[src/rtl/fixed_point_divider.sv]
// fixed_point_divider: sequential signed Q(W-F).F divider, dout = (din1 << FRAC_BITS) / din2, saturated
//   clk, rst (async, active-high)
//   in_valid/in_ready + din1, din2 : operand handshake (accepted only when idle)
//   out_valid/out_ready + dout     : result handshake, held until accepted
//   div_by_zero, overflow          : qualify dout
module fixed_point_divider #(
  parameter int DATA_WIDTH = 19,
  parameter int FRAC_BITS  = 14
) (
  input  logic                  clk,
  input  logic                  rst,
  input  logic                  in_valid,
  output logic                  in_ready,
  input  logic [DATA_WIDTH-1:0] din1,
  input  logic [DATA_WIDTH-1:0] din2,
  output logic                  out_valid,
  input  logic                  out_ready,
  output logic [DATA_WIDTH-1:0] dout,
  output logic                  div_by_zero,
  output logic                  overflow
);
  localparam int W    = DATA_WIDTH;
  localparam int ITER = DATA_WIDTH + FRAC_BITS;
  localparam int CW   = $clog2(ITER + 1);
  localparam logic [W-1:0] MAX = {1'b0, {(W-1){1'b1}}};
  localparam logic [W-1:0] MIN = {1'b1, {(W-1){1'b0}}};
  typedef enum logic [1:0] {IDLE, CALC, DONE} state_t;
  state_t          state;
  logic            sign;
  logic [W-1:0]    dvs;
  logic [ITER-1:0] dvd;
  logic [W:0]      rem;
  logic [ITER-1:0] quo;
  logic [CW-1:0]   count;
  logic [W-1:0]    mag1, mag2, q_w, dout_nx, dz_dout;
  logic [W:0]      rem_sh, rem_nx;
  logic [ITER-1:0] quo_nx, lim;
  logic            ge, ovf_nx;
  always_comb begin
    mag1    = din1[W-1] ? -din1 : din1;
    mag2    = din2[W-1] ? -din2 : din2;
    rem_sh  = {rem[W-1:0], dvd[ITER-1]};
    ge      = rem_sh >= {1'b0, dvs};
    rem_nx  = ge ? rem_sh - {1'b0, dvs} : rem_sh;
    quo_nx  = {quo[ITER-2:0], ge};
    // negative results may reach 2^(W-1) in magnitude, positive ones only 2^(W-1)-1
    lim     = sign ? {{(ITER-W){1'b0}}, 1'b1, {(W-1){1'b0}}} : {{(ITER-W+1){1'b0}}, {(W-1){1'b1}}};
    ovf_nx  = quo_nx > lim;
    q_w     = quo_nx[W-1:0];
    dout_nx = ovf_nx ? (sign ? MIN : MAX) : (sign ? -q_w : q_w);
    dz_dout = (din1 == '0) ? '0 : (din1[W-1] ? MIN : MAX);
  end
  always_ff @(posedge clk or posedge rst) begin
    if (rst) begin
      state       <= IDLE;
      in_ready    <= 1'b1;
      out_valid   <= 1'b0;
      dout        <= '0;
      div_by_zero <= 1'b0;
      overflow    <= 1'b0;
      sign        <= 1'b0;
      dvs         <= '0;
      dvd         <= '0;
      rem         <= '0;
      quo         <= '0;
      count       <= '0;
    end else begin
      case (state)
        IDLE: if (in_valid) begin
          sign     <= din1[W-1] ^ din2[W-1];
          dvs      <= mag2;
          dvd      <= {mag1, {FRAC_BITS{1'b0}}};
          rem      <= '0;
          quo      <= '0;
          count    <= CW'(ITER);
          in_ready <= 1'b0;
          overflow <= 1'b0;
          if (din2 == '0) begin
            state       <= DONE;
            out_valid   <= 1'b1;
            div_by_zero <= 1'b1;
            dout        <= dz_dout;
          end else begin
            state       <= CALC;
            div_by_zero <= 1'b0;
          end
        end
        CALC: begin
          rem   <= rem_nx;
          quo   <= quo_nx;
          dvd   <= dvd << 1;
          count <= count - 1'b1;
          if (count == CW'(1)) begin
            state     <= DONE;
            out_valid <= 1'b1;
            dout      <= dout_nx;
            overflow  <= ovf_nx;
          end
        end
        DONE: if (out_ready) begin
          state     <= IDLE;
          out_valid <= 1'b0;
          in_ready  <= 1'b1;
        end
        default: state <= IDLE;
      endcase
    end
  end
endmodule
[config.mk]
export PLATFORM = sky130hd
export DESIGN_NAME = fixed_point_divider
export DESIGN_NICKNAME = d
export VERILOG_FILES = /design/src/rtl/fixed_point_divider.sv
export SDC_FILE = /design/constraint.sdc
export NUM_CORES = 1
export LEC_CHECK = 0
export ABC_AREA = 1
export CORE_ASPECT_RATIO = 1.25
export CORE_UTILIZATION = 60
export DETAILED_ROUTE_END_ITERATION = 12
export PLACE_DENSITY = 0.79
export RECOVER_POWER = 50
export SLEW_MARGIN = 20
export SYNTH_ARGS = -nofsm -noshare
export SYNTH_HDL_FRONTEND = slang
export SYNTH_SLANG_ARGS = --single-unit
export TNS_END_PERCENT = 5
[constraint.sdc]
create_clock -name clk -period 10.7 [get_ports clk]
set_input_delay 1.605 -clock clk [delete_from_list [all_inputs] [get_ports clk]]
set_output_delay 1.605 -clock clk [all_outputs]
set_load 0.005 [all_outputs]
* Word-level counts from Yosys, hierarchy flattened
Index checks and enable logic that the tools add are counted.
Operators by class: equality and inequality tests 7, multiplexer cells 37, add/sub/neg operators 5, magnitude comparators 2, reductions and logical operators 13, bitwise operators 1
Operators by type and width (count):
- two-way mux 19 bit | 13
- case mux 19 bit (2 select lines) | 2
- case mux 33 bit (2 select lines) | 1
- case mux 32 bit (2 select lines) | 1
- negator 19 bit | 3
- logical NOT 19 bit | 2
- greater-than comparator 33 x 19 -> 1 bit | 1
- two-way mux 33 bit | 1
- two-way mux 32 bit | 1
- >= comparator 20 x 19 -> 1 bit | 1
- subtractor 19 bit | 1
- case mux 6 bit (2 select lines) | 1
- AND reduction 3 bit | 3
- two-way mux 1 bit | 8
- two-way mux 2 bit | 4
- != test 2 bit (second input constant) | 4
- equality test 6 x 1 -> 1 bit (second input constant) | 1
- two-way mux 6 bit | 1
- case mux 2 bit (3 select lines) | 1
- subtractor 6 x 1 -> 6 bit (second input constant) | 1
- AND reduction 5 bit | 1
- case mux 1 bit (2 select lines) | 2
- AND reduction 2 bit | 2
- AND reduction 4 bit | 1
- other kinds (7) | 8
Word-level totals: register bits 135, logic and storage cells 77

* Logic depth before layout (Yosys ltp)
Gate-level depths: netlist (run 1).
depth after elaboration 6, depth in mapped cells 24

* Least setup slack after synthesis (run 1)
Ideal clock, no wire load.
kind input to register, start input port din2[0], end register dout[5], stages on the path 14, data arrival time 2.907 ns, path slack 7.680 ns, setup time 0.113 ns, buffers on the path 1, data required time 10.587 ns, path through inv_1 > ha_1 > nand3_2 > nor3_4 > inv_2 > nor3_2 > nand4_1 > nand2_1 > nand2_4 > inv_4 > buf_6 > nand3_1 > nand2_1 > inv_1
Between the ends: word-level cells in the longest chain between the ends 3
RTL lines:
- start: declaration | line 15 | input logic [DATA_WIDTH-1:0] din2,
- logical NOT 19 bit | line 78 | if (din2 == '0) begin
- != test 2 bit (no line)
- AND reduction 4 bit (no line)
- end signal: assignment | line 82 | dout <= dz_dout;
- end signal: assignment | line 96 | dout <= dout_nx;
- end: declaration | line 18 | output logic [DATA_WIDTH-1:0] dout,
No other way between the ends. A chain may end at the register's enable or synchronous reset.

==> reports/metrics.cfg, run 1 <==
[status]
status=complete, but fails checks
violations=max-capacitance violations, max-slew violations

[final_layout]
multi_input_comb_area_sq_um=4160
nNetsFinal=1160
synthToLayoutAreaGrowth_pct=15.8
final-instance-count-excl-fill=1255
fillers=1004
layout.area.seq_sq_um=3030
n_antenna_cell=0
drive_above_1_share_pct=7.18
fin_util_pct=71.7

[power]
p_seq_share_pct=25.2
pwr-share-clk_pct=18.5
swShare_pct=47.1
p_per_area_nw_per_um2=333
peakVddDrop_v=0.000162
comb_power_share_pct=56.3
power_leakage_nw=4.37
power.switching_mw=1.43
intPower_mw=1.61

[critical_path]
start_kind=input port
worstPathMaxFanout=69
cpPeakStageDelay_ns=2.66
cpLargestDelayFamily=buffers and inverters
path_buf_inv=3
slowest_stage=clkbuf_1
crit_path_end_kind=async pin
crit_chain=dlygate4sd3_1 -> clkinvlp_2 -> clkbuf_1
critPathKind=input port to async pin
arrival_ns=6.19
worstPathRequired_ns=10.39

[hold_path]
min_path_type=register to register

[global_routing]
use_met3_pct=5.19
met2_usage_pct=50.3
grt_antenna_before_repair=0
gr-usage-met1_pct=36.5
overflow=0
grtUsageTotal_pct=29.1
globalRoute.busiestLayer=met2
grt_pass1_vias=6783
grt_pass1_wl_microns=31500
grt_max_degree=70

[placement]
dp_cells=1223
port_buffers=64
dpl.hpwl_microns=12800
place.gp.congestion=0.875

[sta]
rsz0062_at_grt=false
timing.fmax_ghz=0.154
finalCritPeriodShare_pct=60.8
fin_crit_ns=6.50
clock-skew-final_ns=0.00800
worstMarginPinSlew_ns=3.66
fin_setup_tns_ns=0
drv_slew=124
hold_viol_final=0
max_slew_margin_pct=-144
setup_viol=0

[cts]
cts_root_buf=clkbuf_16
clock-sinks=121
clock_path_buffers=2
cts_tree=yes
clk_pin_slew_ns=0.06
holdBufCountCts=0
cts_max_level=4
post_cts_buffers=0
cts_made_buffers=17
insertion_delay_ns=0.43
cts_resized=0

[detailed_routing]
vias=6992
post_drt_wl_per_cell_microns=14.8
ant_nets=0
drtIter0Drc=442
drc=0
drtPass1Iterations=5
viasPerCell=5.57
routed_wl_microns=18600

[yosys]
ys_ff_latch=121
synth_most_common_cell=nand2_1
yosysUniqueCellTypes=52
synthCells=1024
synth_edf_count=0
yosys-top-cells-count=211 x nand2_1, 121 x inv_1, 120 x dfrtp_1
synth_top_area_cell=dfrtp_1
syn_area_sq_um=7870
netlist.area_leader.share_pct=38.2
synth_area_per_cell_sq_um=7.68
ys_seq_area_share_pct=38.5
synthArstFlopShare_pct=100
syn-num-nets=1110
synthFlopType=dfrtp_1
synth_warnings=0
synth.area.top_cells=dfrtp_1 38%, nand2_1 10%, ha_1 6.8%

[floorplanning]
dieWidth_microns=104
die-area_sq_um=13600
ios=65
core-area_sq_um=12700
die_h_microns=130
start_util_pct=61.9
row_count=46

[job]
maxCapViolCount=2

-- routing by layer --
metal / vias up / share of wire (%) / routed length (microns)
met1: 3264 / 43 / 8070
li1: 3521 / - / -
met3: 33 / 4.3 / 796
met4: 0 / 2.4 / 444
met5: - / 0 / 0
met2: 174 / 50 / 9290
-- worst reg2reg max path: stages, from the launching register on --
cell,delay [ns]
dfrtp_1,0.45
nor2_1,0.26
nand2_1,0.88
nand2_2,1.11
inv_1,0.78
a22oi_1,0.34
o21ai_0,0.14
-- power groups by stage --
stage	clock network [mW]	logic, mW	registers [mW]
floorplan	0	1.34	0.747
global placement	0	1.65	0.768
detailed placement	0	1.70	0.769
CTS	0.564	1.72	0.767
global route	0.583	1.94	0.787
finish	0.560	1.71	0.767
-- kinds of logic after synthesis --
kind of cell / share of synthesized area [%]
buffers and inverters: 8.60
xor gates and xnor gates: 4.56
AOI/OAI and AO/OA: 16.1
adders and majority gates: 7.09
and+or+nand+nor: 25.2
DFF: 38.5
-- flip-flops by register name (all words and copies together), names as in the netlist --
signal	flops
count	6
div_by_zero	1
dout	19
dvd	19
dvs	19
in_ready	1
out_valid	1
overflow	1
quo	32
rem	19
sign	1
state	2
-- path summary, 6_finish.rpt --
path | from | endpoint | slack [ns] | cells past startpoint
min reg2reg | in_ready$_DFFE_PP1P_ | in_ready$_DFFE_PP1P_ | 0.46 | 2
min in group asynchronous | rst | dvd[20]$_DFFE_PP0P_ | 2.26 | 2
max in group clk | in_valid | dvd[30]$_DFFE_PP0P_ | 5.57 | 6
min | in_ready$_DFFE_PP1P_ | in_ready$_DFFE_PP1P_ | 0.46 | 2
max reg2reg | state[1]$_DFFE_PP0P_ | dvd[30]$_DFFE_PP0P_ | 6.55 | 6
max | rst | quo[20]$_DFFE_PP0P_ | 4.20 | 3
-- placed cells by master (no fill, tap or decap), types with 5 or more instances in the layout --
| cell | count |
|---|---|
| clkdlybuf4s50_1 | 39 |
| ha_1 | 43 |
| xor2_1 | 29 |
| dlygate4sd3_1 | 25 |
| nor2_1 | 96 |
| nand3_1 | 56 |
| xnor2_1 | 12 |
| o21ai_1 | 6 |
| clkbuf_16 | 17 |
| dfrtp_1 | 120 |
| o31ai_1 | 6 |
| clkinv_2 | 5 |
| nand2_2 | 5 |
| inv_2 | 6 |
| inv_1 | 120 |
| or2_1 | 6 |
| o22ai_1 | 35 |
| nor3_2 | 6 |
| nand2_1 | 212 |
| o21ai_0 | 72 |
| or2_2 | 7 |
| a21oi_1 | 56 |
| a22oi_1 | 17 |
| nand2_4 | 5 |
| nor3_1 | 12 |
| nand4_1 | 15 |
-- per-stage QoR --
stage | setup slack (ns) | power (mW) | hold WS, ns | area [sq um]
6_report | 4.20 | 3.04 | 0.462 | 9110
5_1_grt | 3.06 | 3.31 | 0.492 | 9110
4_1_cts | 6.28 | 3.05 | 0.464 | 9120
3_5_place_dp | 5.80 | 2.46 | 0.456 | 8550
3_3_place_gp | 5.93 | 2.42 | 0.462 | 8550
2_1_floorplan | 5.88 | 2.08 | 0.452 | 7870
-- final cells by class --
cell class | count | share of cell area, %
sequential | 121 | 33.2
timing repair buffer | 66 | 7.15
multi-input combinational | 739 | 45.6
clock buffer | 20 | 4.90
inverter | 129 | 5.38
clock inverter | 12 | 1.39
tap | 168 | 2.31
No activity file was read; power rests on OpenSTA's default activity.
==> run 2: changes to the inputs <==
Settings changed: CORE_UTILIZATION 60 to 53, PLACE_DENSITY 0.79 to 0.74.
Clock period 10.7 ns to 5.9 ns, I/O delays scaled along.
==> run 2 against run 1 <==
The flow still finishes with violations (max-capacitance violations, max-slew violations). Routed wire length shrank 0.67%. Setup slack lost 2.5 ns. Clock-buffer cell count shrank 3. Combinational power grew 82%. Critical path depth is the same. Cell count grew 0.88%. Die area grew 13%. Non-clock buffer count grew 3. Hold slack gained 0.0033 ns. Global-route usage shrank 3.3 points. Sequential power grew 81%.
==> reports/metrics.cfg, run 2 (synthesized netlist as in run 1, its figures left out) <==
[detailed_routing]
vias=6987  ; -0.072%
routed_wl_microns=18500  ; -0.67%
drtPass1Iterations=5  ; unchanged
drtIter0Drc=491  ; +11%
post_drt_wl_per_cell_microns=14.6  ; -1.5%
drc=0  ; unchanged
ant_nets=0  ; unchanged
viasPerCell=5.52  ; -0.94%

[sta]
clock-skew-final_ns=0.00815  ; +0.000152 ns
fin_ws_ns=1.74  ; -2.45 ns
worstMarginPinSlew_ns=3.62  ; -0.0322 ns
rsz0062_at_grt=false
setup_viol=0  ; unchanged
fin_setup_tns_ns=0  ; unchanged
timing.fmax_ghz=0.241
finalCritPeriodShare_pct=70.4
hold_viol_final=0  ; unchanged
fin_crit_ns=4.16
max_slew_margin_pct=-143  ; +0.82 points
drv_slew=136  ; +9.7%

[power]
p_seq_share_pct=25.3  ; about the same
comb_power_share_pct=56.7  ; +0.4 points
intPower_mw=2.92  ; +82%
power.switching_mw=2.57  ; +79%
power_leakage_nw=4.37  ; about the same
swShare_pct=46.8  ; -0.35 points
pwr-share-clk_pct=18.0  ; -0.5 points
p_per_area_nw_per_um2=601  ; +80%
peakVddDrop_v=0.000260  ; +61%

[final_layout]
final_cell_mix=212 x nand2_1, 120 x inv_1, 120 x dfrtp_1
drive_above_1_share_pct=7.54  ; +0.36 points
largest_register_ffs=32  ; unchanged
final_common_cell=nand2_1
top_register=quo
nNetsFinal=1163  ; +0.26%
n_antenna_cell=0  ; unchanged
synthToLayoutAreaGrowth_pct=16.1

[critical_path]
crit_path_end_kind=async pin
arrival_ns=4.55  ; -1.64 ns
crit_chain=dlygate4sd3_1 -> clkinvlp_2 -> clkbuf_2
path_buf_inv=3  ; unchanged
worstPathRequired_ns=6.30  ; -4.09 ns
startpoint=rst
cp.depth=3  ; unchanged
worstPathMaxFanout=83  ; +20%
start_kind=input port
worstReg2RegStart=dvs[0]$_DFFE_PP0P_
critPathKind=input port to async pin
cpPeakStageDelay_ns=2.03  ; -0.63 ns
cpLargestDelayFamily=buffers and inverters
reg2regPathDepth=19  ; +13
r2r_end=dout[8]$_DFFE_PP0P_
rrSetupSlack_ns=2.12  ; -4.43 ns
slowest_stage=clkinvlp_2

[cts]
cts_resized=0  ; unchanged
post_cts_buffers=0  ; unchanged
cts_tree=yes
cts_made_buffers=17  ; unchanged
clock_path_buffers=2  ; unchanged
cts_max_level=4  ; unchanged
holdBufCountCts=0  ; unchanged
clock-sinks=121  ; unchanged
cts_root_buf=clkbuf_16
insertion_delay_ns=0.42  ; about the same
clk_pin_slew_ns=0.05  ; about the same

[global_routing]
grtUsageTotal_pct=25.9  ; -3.3 points
grt_pass1_vias=6708  ; -1.1%
overflow=0  ; unchanged
grt_max_degree=84  ; +20%
grt_antenna_before_repair=0  ; unchanged
grt_pass1_wl_microns=32000  ; +1.6%

[job]
maxCapViolCount=2  ; unchanged

[floorplanning]
core-area_sq_um=14500  ; +14%
dieWidth_microns=111  ; +6.3%
row_count=49  ; +6.5%
die-area_sq_um=15300  ; +13%
ios=65  ; unchanged
die_h_microns=138  ; +6.3%
start_util_pct=54.4  ; -7.5 points

[hold_path]
min_path_type=register to register
hold_start=in_ready$_DFFE_PP1P_
worst_hold_path.endpoint=in_ready$_DFFE_PP1P_
hold-path-cell-count=2  ; unchanged

[status]
status=complete, but fails checks
violations=max-capacitance violations, max-slew violations

[placement]
pre_cts_ws_ns=2.13  ; -3.67 ns
port_buffers=64  ; unchanged
dpl.hpwl_microns=13200  ; +3.2%
place.gp.congestion=0.902  ; +3.1%

run 2: area by class of cell:
type / instances / area (sq um)
inverter: 129 / 490
timing repair buffer: 69 / 676
multi-input combinational: 739 / 4160
clock buffer: 17 / 425
clock inverter: 13 / 133
tap: 178 / 223
fill: 1292 / 5330
sequential: 121 / 3030
run 2: power by group through the flow:
stage / registers [mW] / logic, mW / clock network, mW
final: 1.39 / 3.11 / 0.988
after global routing: 1.43 / 3.54 / 1.04
after CTS: 1.39 / 3.12 / 1.00
after detailed placement: 1.39 / 3.10 / 0
after global placement: 1.38 / 3.06 / 0
after floorplan: 1.36 / 2.42 / 0
run 2: how the worst max path moves through the flow:
stage | end | slack [ns]
after floorplan | count[0]$_DFFE_PP0P_ | 1.80
after global placement | dout[4]$_DFFE_PP0P_ | 2.19
after detailed placement | dout[4]$_DFFE_PP0P_ | 2.13
after CTS | dout[8]$_DFFE_PP0P_ | 2.12
after global routing | rem[17]$_DFFE_PP0P_ | 1.03
final | rem[17]$_DFFE_PP0P_ | 1.74
run 2: per-stage QoR:
step	utilization [%]	cells	power, mW	instance area (sq um)	hold WS, ns
after floorplan	-	1024	3.78	7870	0.452
after global placement	59.3	1236	4.45	8580	0.457
after detailed placement	59.3	1236	4.50	8580	0.458
after CTS	63.2	1266	5.51	9140	0.465
after global routing	63.1	1266	6.01	9140	0.485
final	63.1	1266	5.49	9140	0.465
run 2: per-layer routing:
metal  part of all wire, %  vias to the layer above  track usage [%]
met2                    48                      176             41.6
li1                      -                     3511                -
met4                   3.3                        0             12.5
met1                    45                     3254             34.3
met3                   3.4                       46             3.68
met5                     0                        -                0
run 2: worst register-to-register path, cell delays in order (launching register included):
cell	delay (ns)
dfrtp_1	0.39
ha_1	0.24
fa_1	0.39
inv_1	0.08
nand3_1	0.06
nand2_1	0.14
nand2_1	0.08
nand3_2	0.12
nand2_2	0.10
nand2_2	0.42
inv_2	0.28
ha_1	0.36
and3_1	0.16
nand3_1	0.12
nand2_4	0.16
nand2_4	0.15
nand3_4	0.16
nand2_4	0.09
nor2_1	0.11
nor2_1	0.05
